==> src/rtl/ddfs_phase_ctrl.sv <==
// Phase accumulator and LUT addressing for a DDFS, with tuning-word updates
// deferred to the next sample boundary so the output phase never glitches.
//
// state | meaning
// IDLE  | accumulator held at 0, lut_addr shows the phase offset, config applies at once
// RUN   | accumulating on sample_tick, config accepted into pending registers
// PEND  | new config waiting; the next sample_tick makes it active, cfg_ready low
module ddfs_phase_ctrl #(
  parameter int PHASE_BITS  = 32,
  parameter int LUT_DEPTH   = 10,
  parameter int LUT_LATENCY = 1
) (
  input  logic                  clk,
  input  logic                  rst_n,
  input  logic                  start,
  input  logic                  stop,
  input  logic                  sample_tick,
  input  logic                  cfg_valid,
  output logic                  cfg_ready,
  input  logic [PHASE_BITS-1:0] cfg_ftw,
  input  logic [LUT_DEPTH-1:0]  cfg_phase,
  output logic [LUT_DEPTH-1:0]  lut_addr,
  output logic                  ref_valid,
  output logic                  period_start,
  output logic                  busy
);

  typedef enum logic [1:0] {S_IDLE, S_RUN, S_PEND} state_t;

  state_t                  state_q, state_d;
  logic [PHASE_BITS-1:0]   acc_q, acc_d;
  logic [PHASE_BITS-1:0]   ftw_q, ftw_d;
  logic [LUT_DEPTH-1:0]    phase_q, phase_d;
  logic [PHASE_BITS-1:0]   pend_ftw_q, pend_ftw_d;
  logic [LUT_DEPTH-1:0]    pend_phase_q, pend_phase_d;
  logic [LUT_DEPTH-1:0]    addr_q, addr_d;
  logic                    upd_q, upd_d;
  logic                    wrap_q, wrap_d;
  logic [LUT_LATENCY-1:0]  vld_q;
  logic [LUT_LATENCY-1:0]  per_q;

  logic                    cfg_hs;
  logic [PHASE_BITS-1:0]   step_ftw;
  logic [LUT_DEPTH-1:0]    step_phase;
  logic [PHASE_BITS:0]     sum;

  assign cfg_ready    = rst_n && (state_q != S_PEND);
  assign cfg_hs       = cfg_valid && cfg_ready;
  assign busy         = (state_q != S_IDLE);
  assign lut_addr     = addr_q;
  assign ref_valid    = vld_q[LUT_LATENCY-1];
  assign period_start = per_q[LUT_LATENCY-1] & vld_q[LUT_LATENCY-1];

  // In PEND the tick advances with the pending values, which become active in the same edge.
  assign step_ftw   = (state_q == S_PEND) ? pend_ftw_q : ftw_q;
  assign step_phase = (state_q == S_PEND) ? pend_phase_q : phase_q;
  assign sum        = {1'b0, acc_q} + {1'b0, step_ftw};

  always_comb begin
    state_d      = state_q;
    acc_d        = acc_q;
    ftw_d        = ftw_q;
    phase_d      = phase_q;
    pend_ftw_d   = pend_ftw_q;
    pend_phase_d = pend_phase_q;
    addr_d       = addr_q;
    upd_d        = 1'b0;
    wrap_d       = 1'b0;

    case (state_q)
      S_IDLE: begin
        acc_d  = '0;
        addr_d = phase_q;
        if (cfg_hs) begin
          ftw_d   = cfg_ftw;
          phase_d = cfg_phase;
          addr_d  = cfg_phase;
        end
        if (start && !stop) state_d = S_RUN;
      end
      S_RUN, S_PEND: begin
        if (stop) begin
          state_d      = S_IDLE;
          acc_d        = '0;
          pend_ftw_d   = '0;
          pend_phase_d = '0;
          addr_d       = phase_q;
        end else begin
          if (sample_tick) begin
            acc_d  = sum[PHASE_BITS-1:0];
            addr_d = sum[PHASE_BITS-1 -: LUT_DEPTH] + step_phase;
            upd_d  = 1'b1;
            wrap_d = sum[PHASE_BITS];
            if (state_q == S_PEND) begin
              ftw_d   = pend_ftw_q;
              phase_d = pend_phase_q;
              state_d = S_RUN;
            end
          end
          if (state_q == S_RUN && cfg_hs) begin
            pend_ftw_d   = cfg_ftw;
            pend_phase_d = cfg_phase;
            state_d      = S_PEND;
          end
        end
      end
      default: state_d = S_IDLE;
    endcase
  end

  always_ff @(posedge clk) begin
    if (!rst_n) begin
      state_q      <= S_IDLE;
      acc_q        <= '0;
      ftw_q        <= '0;
      phase_q      <= '0;
      pend_ftw_q   <= '0;
      pend_phase_q <= '0;
      addr_q       <= '0;
      upd_q        <= 1'b0;
      wrap_q       <= 1'b0;
      vld_q        <= '0;
      per_q        <= '0;
    end else begin
      state_q      <= state_d;
      acc_q        <= acc_d;
      ftw_q        <= ftw_d;
      phase_q      <= phase_d;
      pend_ftw_q   <= pend_ftw_d;
      pend_phase_q <= pend_phase_d;
      addr_q       <= addr_d;
      upd_q        <= upd_d;
      wrap_q       <= wrap_d;
      // Pipeline is not cleared by stop so in-flight samples still come out.
      vld_q[0]     <= upd_q;
      per_q[0]     <= wrap_q;
      for (int i = 1; i < LUT_LATENCY; i++) begin
        vld_q[i] <= vld_q[i-1];
        per_q[i] <= per_q[i-1];
      end
    end
  end

endmodule
==> config.mk <==
export PLATFORM = sky130hd
export DESIGN_NAME = ddfs_phase_ctrl
export DESIGN_NICKNAME = d
export VERILOG_FILES = /design/src/rtl/ddfs_phase_ctrl.sv
export SDC_FILE = /design/constraint.sdc
export NUM_CORES = 1
export LEC_CHECK = 0
export BUFFER_PORTS_ARGS = -buffer_cell sky130_fd_sc_hd__buf_2
export CAP_MARGIN = 20
export CORE_UTILIZATION = 50
export DETAILED_ROUTE_END_ITERATION = 8
export PLACE_DENSITY_LB_ADDON = 0.08
export REMOVE_ABC_BUFFERS = 1
export SYNTH_ARGS = -nofsm -noshare
export SYNTH_HDL_FRONTEND = slang
export SYNTH_SLANG_ARGS = --single-unit
==> constraint.sdc <==
create_clock -name clk -period 5.47 [get_ports clk]
set_input_delay 0.2735 -clock clk [delete_from_list [all_inputs] [get_ports clk]]
set_output_delay 0.2735 -clock clk [all_outputs]
set_load 0.01 [all_outputs]
==> metrics.yaml, run 1 <==
clkTransAtPathRegs_ps: 60
grtUsageTotal: 0.252
synth_edf_count: 0
nNetsFinal: 1034
wire_per_inst_um: 17.0
hold_path_depth: 3
synth_area_leaders: "dfxtp_1 34%, ha_1 7.5%, mux2_2 5.7%, nor2b_1 5.3%, a22oi_1 5.2%"
holdCritPathClass: "in2reg"
ys_warn_count: 0
pwr_density_cell_nw_per_um2: 321
skew_ps: 7.74
syn_area_um2: 7880
cts_inserted_buffers: 17
grt-ovfl-total: 0
rows: 45
avgSynthCellArea_um2: 8.76
place_congestion: 0.880
synth-seq-area-share: 0.335
crit_type: "reg2reg"
viasPerCell: 5.75
grt_pass1_wl_um: 32400
cts_tree: "yes"
grt_max_degree: 94
start_kind: "register"
antenna_found_initial: 0
cp_max_fo: 4
p_total_w: 0.00286
period_minus_slack_ps: 5180
crit_path_end_kind: "register"
cap_violations: 0
drive_gt1_frac: 0.179
initial_core_util: 0.515
worst_pin_slew_ps: 864
synth_most_common_cell: "dfxtp_1"
drc: 0
boundaryPins: 62
die_h_um: 128
grt_pass1_vias: 6637
areaGrowthSynthToFinish_pct: 13.3
status: "complete, no violations"
synthFlopType: "dfxtp_1"
coreArea_um2: 15300
synth-seq-cells: 132
drt_iter0_drc: 398
cts_sinks: 132
vias: 6664
finalHoldViolCount: 0
setup_viol: 0
relSlewSlack: 0.422
htree_num_levels: 4
synth_top_area_share: 0.335
max_freq_ghz: 0.193
crit_required_ps: 5820
post-synth-top-area-cell: "dfxtp_1"
cp_data_arrival_time_ps: 5530
firstDrtPassIters: 5
syn_inst: 900
cts.path.max_buffers: 2
die_w_um: 128
ff2ff_path_depth: 24
timing.hold.ws_ps: 141
dpl.hpwl_um: 13300
insertedDiodeCount: 0
hold_buffers: 0
port-buffer-count: 61
synth_commonest_cells: "132 x dfxtp_1, 86 x nand2_1, 67 x nor2b_1"
period_share: 0.947
ant_nets: 0
insertion_delay_ps: 420
yosysUniqueCellTypes: 69
leakagePower_nw: 3.65
final_max_slew_viol_count: 0
vdd_drop_max_uv: 233
design.die.area_um2: 16300
cts_root_buffer: "clkbuf_16"
routed_wl_um: 19700
async_flop_share: 0
cell families after synthesis:
logic type | after synthesis | share of synthesized area
AO/OA/AOI/OAI | 260 | 0.226
XOR/XNOR | 33 | 0.0376
adder cells (fa/ha/maj) | 49 | 0.0797
buffers and inverters | 76 | 0.0395
flip-flops | 132 | 0.335
multiplexers | 75 | 0.102
AND/OR/NAND/NOR | 275 | 0.180
flip-flops by register name, indices dropped and copies added (netlist names):
name	flops
per_q	1
upd_q	1
pend_phase_q	10
ftw_q	32
phase_q	10
lut_addr	10
ref_valid	1
pend_ftw_q	32
wrap_q	1
state_q	2
acc_q	32
placed cells by master (no fill, tap or decap), types with 4 or more instances in the layout:
master and n:
nand3_1 6, nor3_1 8, mux2_2 40, o31ai_1 8
nor2_1 34, a21o_1 13, o21ai_1 6, and3_1 9
ha_1 45, dfxtp_1 132, mux2i_1 35, a21oi_1 53
clkbuf_16 17, xnor2_1 21, a22o_1 10, a211oi_1 4
nand2_1 86, inv_1 21, nor2b_1 67, buf_4 11
o21bai_1 10, a22oi_1 55, and2_1 45, buf_2 61
o21ai_0 57, xor2_1 11, clkinv_2 5
power by group:
part	switching, W	total, W	leakage [nW]	internal [W]
Sequential	0.0000388	0.00107	1.07	0.00103
Clock	0.000417	0.00112	0.274	0.000706
Combinational	0.000399	0.000675	2.30	0.000276
Total	0.000854	0.00286	3.65	0.00201
final timing paths:
check | endpoint | slack [ps] | start
max | lut_addr[9] | 290 | state_q[0]
min | pend_phase_q[4] | 140 | cfg_phase[4]
min reg2reg | per_q | 440 | wrap_q
max reg2reg | lut_addr[9] | 290 | state_q[0]
layout make-up:
cell class / count / area [um^2]
clock buffers: 19 / 433
clock inverters: 11 / 138
fillers: 1399 / 6390
inverters: 21 / 78.8
multi-input cells: 692 / 4970
flip-flops and latches: 132 / 2640
well taps: 211 / 264
repair buffers: 73 / 399
layer usage:
layer | GRT usage | wire (um) | vias to the layer above
met2 | 0.427 | 9520 | 142
met4 | 0.105 | 371 | 0
met1 | 0.316 | 9090 | 3208
met5 | 0 | 0 | -
met3 | 0.0444 | 733 | 33
li1 | - | - | 3281
worst max-delay path, stage by stage (launching register included):
cell       delay (ps)
dfxtp_1           340
inv_1              90
ha_2              230
mux2_2            360
ha_1              220
fa_1              400
a21o_1            200
a21o_4            230
a211oi_4          260
nor4_2            100
nor2_2            190
o21bai_1          130
nand3_1           100
nand2_1            70
xor2_1            160
ha_1              340
a21oi_1           230
o21ai_1           170
a2111oi_4         420
o31ai_1           130
a21oi_1           180
xor2_1            180
xnor2_1           130
nand2_1            70
a21oi_1           150
timing repair:
| action | in CTS | in global routing |
|---|---|---|
| setup buffers | 0 | 2 |
| hold endpoints to repair | 0 | 0 |
| setup endpoints to repair | 0 | 2 |
| resized for setup | 0 | 5 |
through the flow:
| stage | TNS, ps | area, um^2 | util | worst slack, ps | instances |
|---|---|---|---|---|---|
| floorplan | -444 | 7650 | - | -211 | 845 |
| global placement | 0 | 8330 | 0.544 | 480 | 1127 |
| detailed placement | 0 | 8330 | 0.544 | 309 | 1127 |
| CTS | 0 | 8900 | 0.581 | 230 | 1157 |
| global route | -18.1 | 8930 | 0.583 | -18.1 | 1159 |
| finish | 0 | 8930 | 0.583 | 291 | 1159 |
Power figures use the tool's default switching activity.
==> run 2: changes to the inputs <==
--- a/config.mk
+++ b/config.mk
@@ -7,7 +7,8 @@
 export LEC_CHECK = 0
 export BUFFER_PORTS_ARGS = -buffer_cell sky130_fd_sc_hd__buf_2
 export CAP_MARGIN = 20
-export CORE_UTILIZATION = 50
+export CORE_UTILIZATION = 57
+export CTS_BUF_LIST = sky130_fd_sc_hd__clkbuf_4
 export DETAILED_ROUTE_END_ITERATION = 8
 export PLACE_DENSITY_LB_ADDON = 0.08
 export REMOVE_ABC_BUFFERS = 1
==> run 2 against run 1 <==
Effect of this change:
- setup slack gained 64 ps
- cell area up 0.36%
- routed wire length down 1.6%
- cell count increased by 0.17%
- worst hold slack worse by 110 ps
- clock-buffer cell count decreased by 2
- core utilization up 8.8 points
- critical path depth grew 1
- critical endpoint is now lut_addr[6]
- highest routed layer unchanged
==> metrics.yaml, run 2 (same netlist as run 1, synthesis figures left out) <==
crit_type: "reg2reg"
grtUsageTotal: 0.282  # +0.0297
place_congestion: 0.895  # +1.7%
cts_sinks: 132  # unchanged
rows: 42  # -6.7%
hold_path_depth: 3  # unchanged
relSlewSlack: 0.415  # -0.00657
routed_wl_um: 19400  # -1.6%
worst_slack_ps: 355  # +64.2 ps
coreArea_um2: 13300  # -13%
cap_violations: 0  # unchanged
die_h_um: 120  # -6.2%
dpl.hpwl_um: 13000  # -2.1%
grt_pass1_vias: 6696  # +0.89%
ff2ff_path_depth: 25  # +4.2%
boundaryPins: 62  # unchanged
detailedPlace.worstSlack_ps: 334  # +25.8 ps
grt_max_degree: 65  # -31%
design.die.area_um2: 14300  # -12%
hold_end: "pend_ftw_q[16]"
cp_max_fo: 4  # unchanged
stdcell_area_um2: 8960  # +0.36%
r2r-end: "lut_addr[6]"
nNetsFinal: 1069  # +3.4%
insertion_delay_ps: 590  # +170 ps
reg_top3: "acc_q x32, ftw_q x32, pend_ftw_q x32"
holdCritPathClass: "in2reg"
insertedDiodeCount: 0  # unchanged
cts_root_buffer: "clkbuf_4"
cp_data_arrival_time_ps: 5610  # +80 ps
vdd_drop_max_uv: 170  # -27%
r2r-start: "state_q[0]"
crit_required_ps: 5970  # +150 ps
areaGrowthSynthToFinish_pct: 13.7
ant_nets: 0  # unchanged
cts.path.max_buffers: 2  # unchanged
status: "complete, no violations"
drive_gt1_frac: 0.173  # -0.00674
period_minus_slack_ps: 5120  # -64.2 ps
dpl.cell_count: 1091  # -3.2%
die_w_um: 120  # -6.2%
skew_ps: 20.0  # +12.2 ps
htree_num_levels: 4  # unchanged
cts_inserted_buffers: 17  # unchanged
period_share: 0.935  # -0.0117
drc: 0  # unchanged
antenna_found_initial: 0  # unchanged
clkTransAtPathRegs_ps: 110  # +50 ps
firstDrtPassIters: 5  # unchanged
port-buffer-count: 61  # unchanged
viasPerCell: 5.80  # +0.88%
worstSetupStartpoint: "state_q[0]"
final_common_cell: "dfxtp_1"
final_max_slew_viol_count: 0  # unchanged
grt_pass1_wl_um: 32000  # -1.3%
pwr_density_cell_nw_per_um2: 273  # -15%
postPlaceCellArea_um2: 8270  # -0.62%
grt-ovfl-total: 0  # unchanged
finalHoldViolCount: 0  # unchanged
setup_viol: 0  # unchanged
wire_per_inst_um: 16.7  # -1.7%
timing.hold.ws_ps: 32.5  # -109 ps
final_cell_mix: "132 x dfxtp_1, 86 x nand2_1, 67 x nor2b_1, 61 x buf_2, 57 x o21ai_0"
drt_iter0_drc: 454  # +14%
vias: 6734  # +1.1%
crit_path_end_kind: "register"
layoutNonFillerInstCount: 1161  # +0.17%
max_freq_ghz: 0.195  # +1.3%
worst_pin_slew_ps: 855  # -8.99 ps
r2r_slack_ps: 350  # +60 ps
start_kind: "register"
leakagePower_nw: 3.68  # +0.76%
initial_core_util: 0.590  # +0.0758
cts_tree: "yes"
min_from: "cfg_ftw[16]"
==> run 2: changes by cell type in the layout (fill, tap and decap cells not counted), moves of 2 or more <==
cell           delta
clkinv_4          +2
clkinv_1          +2
clkbuf_1          -2
buf_4             -2
clkbuf_4         +17
dlygate4sd3_1    +37
clkbuf_16        -17
==> run 2: final cells by class <==
type | instances | area (um^2)
Timing Repair Buffer | 108 | 754
Tap cell | 176 | 220
Fill cell | 1082 | 4390
Multi-Input combinational cell | 692 | 4970
Clock buffer | 17 | 128
Clock inverter | 15 | 164
Sequential cell | 132 | 2640
Inverter | 21 | 78.8
==> run 2: power breakdown <==
part	total, W	switching (W)	internal [W]
clock	0.000690	0.000379	0.000311
combinational	0.000690	0.000397	0.000293
sequential	0.00106	0.0000372	0.00103
==> run 2: worst max-delay path by stage <==
stage,slack [ps],end,depth (start not counted)
floorplan,-210,lut_addr[9],24
global route,-8,lut_addr[6],25
detailed placement,330,lut_addr[9],24
finish,350,lut_addr[6],25
global placement,510,lut_addr[9],24
CTS,290,lut_addr[9],24
==> run 2: per-stage QoR <==
step	TNS, ps	total power, W	util
6_report	0	0.00244	0.671
3_3_place_gp	0	0.00172	0.620
3_5_place_dp	0	0.00174	0.620
5_1_grt	-8.18	0.00257	0.671
2_1_floorplan	-444	0.00154	-
4_1_cts	0	0.00245	0.669
==> run 2: critical path, stage by stage (launching register included) <==
cell and delay [ps]:
dfxtp_1 350, inv_1 100, ha_2 240, mux2_2 370, ha_1 220, fa_1 410, a21o_1 200, a21o_4 230
a211oi_4 250, nor4_2 90, nor2_2 180, o21bai_1 120, xor2_1 240, ha_1 210, inv_1 60, fa_1 380
nor2b_1 150, o21ai_0 120, a21boi_1 200, o21ai_0 100, nand2b_1 120, xnor2_1 70, nand2_1 60, o21ai_0 80
a211o_1 290, a21boi_0 170
==> run 2: what timing repair did <==
action                                  CTS  global route
hold buffers                             37             0
hold endpoints to repair                 37             0
buffers inserted                          0             1
endpoints found under the setup margin    0             3
gates resized for setup                   0             4
==> run 2: per-layer routing <==
layer / GRT usage / share of wire
met3: 0.0523 / 0.043
met2: 0.483 / 0.48
met4: 0.116 / 0.020
met5: 0 / 0
met1: 0.346 / 0.45
==> run 3: changes to the inputs <==
--- a/config.mk
+++ b/config.mk
@@ -5,12 +5,14 @@
 export SDC_FILE = /design/constraint.sdc
 export NUM_CORES = 1
 export LEC_CHECK = 0
+export ABC_AREA = 1
 export BUFFER_PORTS_ARGS = -buffer_cell sky130_fd_sc_hd__buf_2
 export CAP_MARGIN = 20
 export CORE_UTILIZATION = 57
 export CTS_BUF_LIST = sky130_fd_sc_hd__clkbuf_4
+export CTS_CLUSTER_SIZE = 12
 export DETAILED_ROUTE_END_ITERATION = 8
-export PLACE_DENSITY_LB_ADDON = 0.08
+export PLACE_DENSITY = 0.89
 export REMOVE_ABC_BUFFERS = 1
 export SYNTH_ARGS = -nofsm -noshare
 export SYNTH_HDL_FRONTEND = slang
==> run 3 against run 2 <==
Effect of this change:
- register-to-register slack improved by 230 ps
- first-iteration DRC count increased by 98%
- sequential power increased by 13%
- largest power group is now combinational cells
- core utilization increased by 0.48 points
==> metrics.yaml, run 3 <==
layoutNonFillerInstCount: 1450  # +25%
start_kind: "register"
vias: 8204  # +22%
leakagePower_nw: 4.10  # +11%
max_freq_ghz: 0.205  # +4.7%
place_congestion: 0.987  # +10%
clkPwrFrac: 0.183  # -0.099
worst_pin_slew_ps: 916  # +61.3 ps
grt_pass1_wl_um: 35000  # +9.4%
synth_commonest_cells: "398 x nand2_1, 133 x a21oi_1, 132 x dfxtp_1"
cts_tree: "yes"
synth_most_common_cell: "nand2_1"
drt_iter0_drc: 900  # +98%
avgSynthCellArea_um2: 6.74  # -23%
drc: 0  # unchanged
status: "complete, no violations"
hold_path_depth: 3  # unchanged
pwr_density_cell_nw_per_um2: 428  # +57%
cts_sinks: 132  # unchanged
crit_path_end_kind: "register"
synth_area_leaders: "dfxtp_1 33%, nand2_1 19%, a21oi_1 8.3%, ha_1 7.4%, o21ai_0 5.8%"
period_minus_slack_ps: 4880  # -232 ps
cp_data_arrival_time_ps: 5410  # -200 ps
cp_max_fo: 19  # +15
initial_core_util: 0.594  # +0.00367
drive_gt1_frac: 0.126  # -0.0462
ant_nets: 0  # unchanged
cts_inserted_buffers: 17  # unchanged
rsz0062_at_grt: "no"
netSwitchingFraction: 0.476  # +0.143
firstDrtPassIters: 7  # +2
synth-seq-cells: 132  # unchanged
async_flop_share: 0  # unchanged
combPwrFrac: 0.510  # +0.228
final_common_cell: "nand2_1"
detailedPlace.worstSlack_ps: 704  # +370 ps
synth-seq-area-share: 0.331  # -0.00467
relSlewSlack: 0.389  # -0.0261
p_sw_w: 0.00185  # +130%
crit_top_cell: "nand2_1"
final_cell_mix: "398 x nand2_1, 133 x a21oi_1, 132 x dfxtp_1, 93 x o21ai_0, 75 x inv_1"
internal-power_w: 0.00204  # +25%
design.die.area_um2: 14500  # +1.4%
grt-ovfl-total: 0  # unchanged
viasPerCell: 5.66  # -2.5%
rows: 42  # unchanged
boundaryPins: 62  # unchanged
port-buffer-count: 61  # unchanged
grt_max_degree: 71  # +9.2%
synthFlopType: "dfxtp_1"
cts.path.max_buffers: 2  # unchanged
insertion_delay_ps: 580  # about the same
synth_edf_count: 0  # unchanged
die_h_um: 120  # +0.69%
insertedDiodeCount: 0  # unchanged
reg_top3: "acc_q x32, ftw_q x32, pend_ftw_q x32"
crit_slowest_cell: "ha_2"
areaGrowthSynthToFinish_pct: 13.8  # about the same
cap_violations: 0  # unchanged
sequentialPowerShare: 0.307  # -0.128
synthSimpleGateAreaFrac: 0.275  # +0.0950
routed_wl_um: 20700  # +6.9%
synth-adder-area-share: 0.0786  # -0.00111
cts_resized: 0  # unchanged
skew_ps: 24.8  # +4.81 ps
die_w_um: 120  # +0.69%
cts_root_buffer: "clkbuf_4"
dpl.cell_count: 1375  # +26%
coreArea_um2: 13500  # +0.79%
holdCritPathClass: "in2reg"
crit_type: "reg2reg"
dpl.hpwl_um: 14300  # +9.8%
htree_num_levels: 4  # unchanged
grtUsageTotal: 0.299  # +0.0172
ff2ff_path_depth: 32  # +28%
setup_tns_ps: 0  # unchanged
ys_warn_count: 0  # unchanged
post-synth-top-area-cell: "dfxtp_1"
finalHoldViolCount: 0  # unchanged
nNetsFinal: 1358  # +27%
period_share: 0.893  # -0.0424
yosysUniqueCellTypes: 44  # -36%
synth_xor_area_frac: 0.0149  # -0.0228
synth_compound_area_frac: 0.231  # +0.00452
syn_area_um2: 7990  # +1.4%
cp_slowest_stage_delay_ps: 430  # +20 ps
final_max_slew_viol_count: 0  # unchanged
wire_per_inst_um: 14.3  # -14%
grt_pass1_vias: 7599  # +13%
clkTransAtPathRegs_ps: 130  # +20 ps
synth_top_area_share: 0.331  # -0.00467
vdd_drop_max_uv: 321  # +89%
crit_required_ps: 6000  # +30 ps
setup_viol: 0  # unchanged
synth_top_family_by_area: "simple AND/OR/NAND/NOR gates"
antenna_found_initial: 0  # unchanged
syn_inst: 1185  # +32%
worst_slack_ps: 587  # +232 ps
synth_mux_area_frac: 0  # -0.102
[run 3: final cells by class]
type                            count  area, um^2
Timing Repair Buffer              112         813
Tap cell                          176         220
Clock inverter                     15         178
Sequential cell                   132        2640
Multi-Input combinational cell    912        4790
Fill cell                        1172        4360
Clock buffer                       17         128
Inverter                           86         323
[run 3: routing by layer]
| layer | up-vias | track usage | wire length (um) |
|---|---|---|---|
| met4 | 0 | 0.134 | 612 |
| met3 | 51 | 0.0542 | 1510 |
| li1 | 4120 | - | - |
| met1 | 3685 | 0.399 | 9420 |
| met2 | 348 | 0.470 | 9190 |
| met5 | - | 0 | 0 |
[run 3: logic make-up after synthesis]
group	Yosys count
buffers and inverters	141
flip-flops	132
AO/OA/AOI/OAI	323
AND/OR/NAND/NOR	529
adder cells (fa/ha/maj)	49
XOR/XNOR	11
[run 3: per-stage QoR]
step | total power [W] | util | cell area, um^2 | hold WS, ps
after floorplan | 0.00256 | - | 7750 | 367
after detailed placement | 0.00313 | 0.620 | 8340 | 416
final | 0.00389 | 0.676 | 9090 | 184
after global routing | 0.00419 | 0.676 | 9090 | 175
after global placement | 0.00307 | 0.620 | 8340 | 400
after CTS | 0.00386 | 0.674 | 9070 | 145
[run 3: worst paths after layout]
path | startpoint | endpoint | slack (ps)
setup reg to reg | state_q[0] | lut_addr[8] | 590
setup / recovery | state_q[0] | lut_addr[8] | 590
hold reg to reg | upd_q | ref_valid | 440
hold / removal | stop | lut_addr[7] | 180
[run 3: repair_timing]
item                      4_1_cts  5_1_grt
hold endpoints to repair       74        0
hold buffers                   42        0
setup buffers                   0        0
[run 3: critical path, delay by kind of cell (launching register included)]
kind,cells,cell delay [ps]
AO/OA/AOI/OAI,6,960
buffers and inverters,3,420
adder cells (fa/ha/maj),5,1650
AND/OR/NAND/NOR,18,1460
flip-flops,1,350
[run 3: power by group through the flow]
stage	sequential (W)	combinational, W	clock [W]
finish	0.00120	0.00198	0.000714
global route	0.00121	0.00221	0.000764
CTS	0.00119	0.00195	0.000723
detailed placement	0.00121	0.00192	0
global placement	0.00121	0.00186	0
floorplan	0.00121	0.00136	0
